<file path="src/rtl/operand_fetch.sv">
// Operand stage: register-file read, MEM/WB bypass, load-use/RAW hazard stall and ID/EX register.
// Define OPFETCH_FWD_EN to enable bypassing; without it operands wait until the producer has written the register file.
module operand_fetch #(
    parameter int DW = 32,
    parameter int CW = 16
) (
    input  logic          clk_i,
    input  logic          rst_ni,
    input  logic          in_valid_i,
    output logic          in_ready_o,
    input  logic [4:0]    in_rs_i,
    input  logic [4:0]    in_rt_i,
    input  logic [4:0]    in_dst_i,
    input  logic [DW-1:0] in_imm_i,
    input  logic [CW-1:0] in_ctrl_i,
    input  logic          in_reg_wr_i,
    input  logic          in_mem_rd_i,
    output logic [4:0]    rf_raddr1_o,
    output logic [4:0]    rf_raddr2_o,
    input  logic [DW-1:0] rf_rdata1_i,
    input  logic [DW-1:0] rf_rdata2_i,
    input  logic          mem_reg_wr_i,
    input  logic          mem_mem_rd_i,
    input  logic [4:0]    mem_dst_i,
    input  logic [DW-1:0] mem_data_i,
    input  logic          wb_reg_wr_i,
    input  logic [4:0]    wb_dst_i,
    input  logic [DW-1:0] wb_data_i,
    input  logic          flush_i,
    output logic          out_valid_o,
    input  logic          out_ready_i,
    output logic [DW-1:0] out_rs_val_o,
    output logic [DW-1:0] out_rt_val_o,
    output logic [DW-1:0] out_imm_o,
    output logic [CW-1:0] out_ctrl_o,
    output logic [4:0]    out_dst_o,
    output logic          out_reg_wr_o,
    output logic          out_mem_rd_o,
    output logic [15:0]   stall_cnt_o
);

    localparam int NOPS = 2;

    logic [4:0]      op_addr  [NOPS];
    logic [DW-1:0]   op_rdata [NOPS];
    logic [DW-1:0]   op_val   [NOPS];
    logic [NOPS-1:0] op_hz;

    logic            out_valid_q, out_valid_d;
    logic [DW-1:0]   out_rs_val_q, out_rt_val_q, out_imm_q;
    logic [CW-1:0]   out_ctrl_q;
    logic [4:0]      out_dst_q;
    logic            out_reg_wr_q, out_mem_rd_q;
    logic [15:0]     stall_cnt_q, stall_cnt_d;
    logic            hz;
    logic            load;

    assign rf_raddr1_o = in_rs_i;
    assign rf_raddr2_o = in_rt_i;

    assign op_addr[0]  = in_rs_i;
    assign op_addr[1]  = in_rt_i;
    assign op_rdata[0] = rf_rdata1_i;
    assign op_rdata[1] = rf_rdata2_i;

    genvar gi;
    generate
        for (gi = 0; gi < NOPS; gi++) begin : g_op
            logic nz;
            logic idex_hit;
            logic mem_hit;
            logic wb_hit;

            // Register 0 is hard-wired, so a dst of 0 can never produce a match.
            assign nz       = (op_addr[gi] != 5'd0);
            assign idex_hit = nz && out_valid_q && out_reg_wr_q && (out_dst_q == op_addr[gi]);
            assign mem_hit  = nz && mem_reg_wr_i && (mem_dst_i == op_addr[gi]);
            assign wb_hit   = nz && wb_reg_wr_i && (wb_dst_i == op_addr[gi]);
`ifdef OPFETCH_FWD_EN
            logic mem_fwd;

            // A load in MEM has only its address on mem_data, so it can't be bypassed yet.
            assign mem_fwd    = mem_hit && !mem_mem_rd_i;
            assign op_val[gi] = !nz     ? '0 :
                                mem_fwd ? mem_data_i :
                                wb_hit  ? wb_data_i :
                                          op_rdata[gi];
            assign op_hz[gi]  = idex_hit || (mem_hit && mem_mem_rd_i);
`else
            assign op_val[gi] = nz ? op_rdata[gi] : '0;
            assign op_hz[gi]  = idex_hit || mem_hit || wb_hit;
`endif
        end
    endgenerate

`ifndef OPFETCH_FWD_EN
    logic unused_fwd_inputs;
    assign unused_fwd_inputs = ^{mem_mem_rd_i, mem_data_i, wb_data_i};
`endif

    assign hz         = in_valid_i && (|op_hz);
    assign in_ready_o = !flush_i && !hz && (!out_valid_q || out_ready_i);
    assign load       = in_valid_i && in_ready_o;

    always_comb begin
        out_valid_d = out_valid_q;
        stall_cnt_d = stall_cnt_q;
        if (flush_i) begin
            out_valid_d = 1'b0;
        end else if (load) begin
            out_valid_d = 1'b1;
        end else if (out_ready_i) begin
            out_valid_d = 1'b0;
        end
        if (hz && !flush_i && (stall_cnt_q != 16'hFFFF)) begin
            stall_cnt_d = stall_cnt_q + 16'd1;
        end
    end

    always_ff @(posedge clk_i or negedge rst_ni) begin
        if (!rst_ni) begin
            out_valid_q  <= 1'b0;
            out_rs_val_q <= '0;
            out_rt_val_q <= '0;
            out_imm_q    <= '0;
            out_ctrl_q   <= '0;
            out_dst_q    <= '0;
            out_reg_wr_q <= 1'b0;
            out_mem_rd_q <= 1'b0;
            stall_cnt_q  <= '0;
        end else begin
            out_valid_q <= out_valid_d;
            stall_cnt_q <= stall_cnt_d;
            // Payload only moves on acceptance so backpressure keeps it stable.
            if (load) begin
                out_rs_val_q <= op_val[0];
                out_rt_val_q <= op_val[1];
                out_imm_q    <= in_imm_i;
                out_ctrl_q   <= in_ctrl_i;
                out_dst_q    <= in_dst_i;
                out_reg_wr_q <= in_reg_wr_i;
                out_mem_rd_q <= in_mem_rd_i;
            end
        end
    end

    assign out_valid_o  = out_valid_q;
    assign out_rs_val_o = out_rs_val_q;
    assign out_rt_val_o = out_rt_val_q;
    assign out_imm_o    = out_imm_q;
    assign out_ctrl_o   = out_ctrl_q;
    assign out_dst_o    = out_dst_q;
    assign out_reg_wr_o = out_reg_wr_q;
    assign out_mem_rd_o = out_mem_rd_q;
    assign stall_cnt_o  = stall_cnt_q;

endmodule

</file>
<file path="config.mk">
export PLATFORM = sky130hd
export DESIGN_NAME = operand_fetch
export DESIGN_NICKNAME = d
export VERILOG_FILES = /design/src/rtl/operand_fetch.sv
export SDC_FILE = /design/constraint.sdc
export NUM_CORES = 1
export LEC_CHECK = 0
export BUFFER_PORTS_ARGS = -buffer_cell sky130_fd_sc_hd__buf_4
export CAP_MARGIN = 20
export CORE_MARGIN = 4
export CORE_UTILIZATION = 30
export CTS_BUF_LIST = sky130_fd_sc_hd__clkbuf_8
export DETAILED_ROUTE_END_ITERATION = 7
export PLACE_DENSITY = 0.65
export SYNTH_ARGS = -nofsm -noshare
export SYNTH_HDL_FRONTEND = slang
export SYNTH_SLANG_ARGS = --single-unit
</file>
<file path="constraint.sdc">
create_clock -name clk_i -period 2.1 [get_ports clk_i]
set_input_delay 0.42 -clock clk_i [delete_from_list [all_inputs] [get_ports clk_i]]
set_output_delay 0.42 -clock clk_i [all_outputs]
set_load 0.1 [all_outputs]
</file>
==> reports/qor.csv <==
metric,value,unit
first_global_vias,5355,
path_clk_slew,0.09,ns
syn_to_final_growth,63.49,%
fp-row-count,52,
synth_top_area_share,55.48,%
cellPowerDensity,1173,nW/um^2
syn_nets,752,
rrSetupSlack,-0.28,ns
tightest_slew,0.4098,ns
use_met3,6.852,%
htreeDepth,4,
synth-edff-count,0,
synth_flop_cell,dfrtp_1,
synth.most_common_cell,nand2_1,
required,1.68,ns
synth_largest_area_cell,dfrtp_1,
path_cells,xor2_1 > nor4_1 > nand4_1 > o211a_4 > nand2_4 > a21oi_4 > buf_12,
finalCriticalPeriod,2.439,ns
r2r-start,out_dst_o[2],
ir_worst_vdd,0.4857,mV
synth-async-reset-ratio,100.0,%
place.gp.congestion,0.8136,
grt_use_met2,27.95,%
io_buffers,292,
layout-drive-gt1-share,54.42,%
root_buffer,clkbuf_8,
max-slew-margin-rel,72.68,%
gr-usage-all-layers,16.58,%
synthesis.area,6135,um^2
yosysUniqueCellTypes,29,
setup_slack,-0.3394,ns
busiest_layer,met2,
status,"finished, violations left",
io_pins,358,
syn_inst,540,
hp-class,input port to flip-flop,
routedWlPerCell,16.65,um
hold_viol_final,0,
overflow,0,
fmax,0.4099,GHz
drv_cap,0,
stdcell_area,10030,um^2
crit_fanout,3,
leakage,0.005108,uW
cts_buffer_depth,2,
fin_cells,1176,
reg2regPathDepth,10,
design.die.area,22800,um^2
start_util,30.42,%
fp.dieW,151,um
layout.nets,1106,
slowest_stage,dfrtp_4,
drt-total-wl,19.58,mm
insertion_delay,0.44,ns
coreArea,20170,um^2
violations,setup timing,
cts_buffers,17,
worstSetupStartpointType,flip-flop,
final_max_slew_viol_count,0,
dpl-instance-area,8929,um^2
clkSinkCount,136,
num_vias,5225,
rsz0062_at_grt,yes,
cp-startpoint,out_dst_o[2],
setup_viol,120,
drt_iter0_drc,130,
clock_skew,0.01490,ns
yosys-top-cells-count,"nand2_1, dfrtp_1, mux2_4, o21ai_0, xnor2_1",
hpwlAfterDp,13.78,mm
dieHeight,151,um
totalPowerFinal,11760,uW
antenna_cells,0,
grt_max_degree,39,
fillers,1895,
vias_per_cell,4.443,
placed_cells,1113,
antenna_left,0,
grt_pass1_wl,29.09,mm
critPathMaxStageDelay,0.52,ns
post-route-period-util,116.2,%
synth.area.top_cells,"dfrtp_1, mux2_4, nand2_1, xnor2_1, o21ai_0",
ys_ff_latch,136,
syn_avg_cell_area,11.36,um^2
end_kind,output pin,
antenna_found_initial,0,
crit_end,in_ready_o,
arrival,2.02,ns
cts_tree,done,
yosysSeqAreaShare,55.48,%
ys_warn_count,0,
first_pass_iters,5,
r2r-end,out_imm_o[19],
drc_errors,0,
worstSetupPathType,flip-flop to output pin,
tns,-17.78,ns
use_met1,19.98,%
==> stage by stage <==
step	hold WS (ns)	setup slack, ns	util (%)
detailed placement	0.3594	-0.2007	44.27
global placement	0.3583	-0.1673	44.27
finish	0.1594	-0.3394	49.73
CTS	0.1204	-0.3972	49.41
global route	0.1121	-0.4212	49.73
floorplan	0.1244	-0.3006	-
==> cell type report <==
type | count | area [um^2] | area share (%)
inverters | 1 | 3.754 | 0.03743
clock buffers | 17 | 234.0 | 2.333
clock inverters | 14 | 173.9 | 1.734
repair buffers | 373 | 3316 | 33.06
well taps | 270 | 337.8 | 3.368
multi-input cells | 365 | 2497 | 24.90
flip-flops and latches | 136 | 3467 | 34.57
==> cells by family after synthesis <==
family / synth area share, %
and+or+nand+nor: 13.48
DFF: 55.48
AOI/OAI and AO/OA: 5.833
muxes: 14.01
xor gates and xnor gates: 6.139
buffers and inverters: 4.854
adders and majority gates: 0.2039
==> placed cells by master (no fill, tap or decap), types with 4 or more instances in the layout <==
| master | n |
|---|---|
| buf_12 | 16 |
| buf_16 | 7 |
| buf_4 | 324 |
| buf_6 | 14 |
| buf_8 | 8 |
| clkbuf_8 | 17 |
| clkinv_4 | 5 |
| dfrtp_1 | 115 |
| dfrtp_2 | 6 |
| dfrtp_4 | 15 |
| mux2_4 | 55 |
| nand2_1 | 140 |
| nand2b_1 | 4 |
| nand3_1 | 11 |
| nand4_1 | 13 |
| nor2_1 | 9 |
| nor3_1 | 5 |
| o21ai_0 | 14 |
| o21ai_1 | 47 |
| o21ai_2 | 4 |
| xnor2_1 | 30 |
| xor2_1 | 12 |
==> registers in the layout (all words and copies together), names as in the netlist <==
| signal | cells |
|---|---|
| out_imm_o | 32 |
| out_rs_val_o | 32 |
| out_rt_val_o | 32 |
| out_ctrl_o | 16 |
| stall_cnt_o | 16 |
| out_dst_o | 5 |
| out_mem_rd_o | 1 |
| out_reg_wr_o | 1 |
| out_valid_o | 1 |
==> critical path: cells and delay by family (launching register included) <==
kind,cells,cell delay (ns)
compound gates,2,0.25
simple gates,3,0.51
buf+inv,1,0.16
flops,1,0.52
xor+xnor,1,0.15
==> worst min-delay path by stage <==
stage	from	end	depth (start not counted)	slack (ns)
finish	flush_i	out_valid_o	2	0.16
global route	flush_i	out_valid_o	2	0.11
CTS	flush_i	out_valid_o	2	0.12
detailed placement	rst_ni	out_rt_val_o[20]	1	0.36
global placement	rst_ni	out_rt_val_o[20]	1	0.36
floorplan	rst_ni	out_ctrl_o[0]	0	0.12
==> per-layer routing <==
metal / wire, um / vias up
li1: - / 2521
met1: 7914 / 2474
met2: 9538 / 217
met3: 1915 / 13
met4: 207 / 0
met5: 0 / -
==> power by group <==
| part | leakage [uW] | switching (uW) | total (uW) | internal [uW] |
|---|---|---|---|---|
| clock | 0.000206 | 1120 | 2290 | 1180 |
| combinational | 0.00326 | 4490 | 6040 | 1550 |
| sequential | 0.00165 | 299 | 3420 | 3120 |
==> timing repair <==
action                                  CTS  global route
cloned                                   10             3
pin swaps                                 8             5
hold buffers                              1             0
endpoints found under the setup margin   85           124
setup buffers                            18             4
hold endpoints to repair                 34             0
gates resized for setup                  69            14
Power figures use the tool's default switching activity.
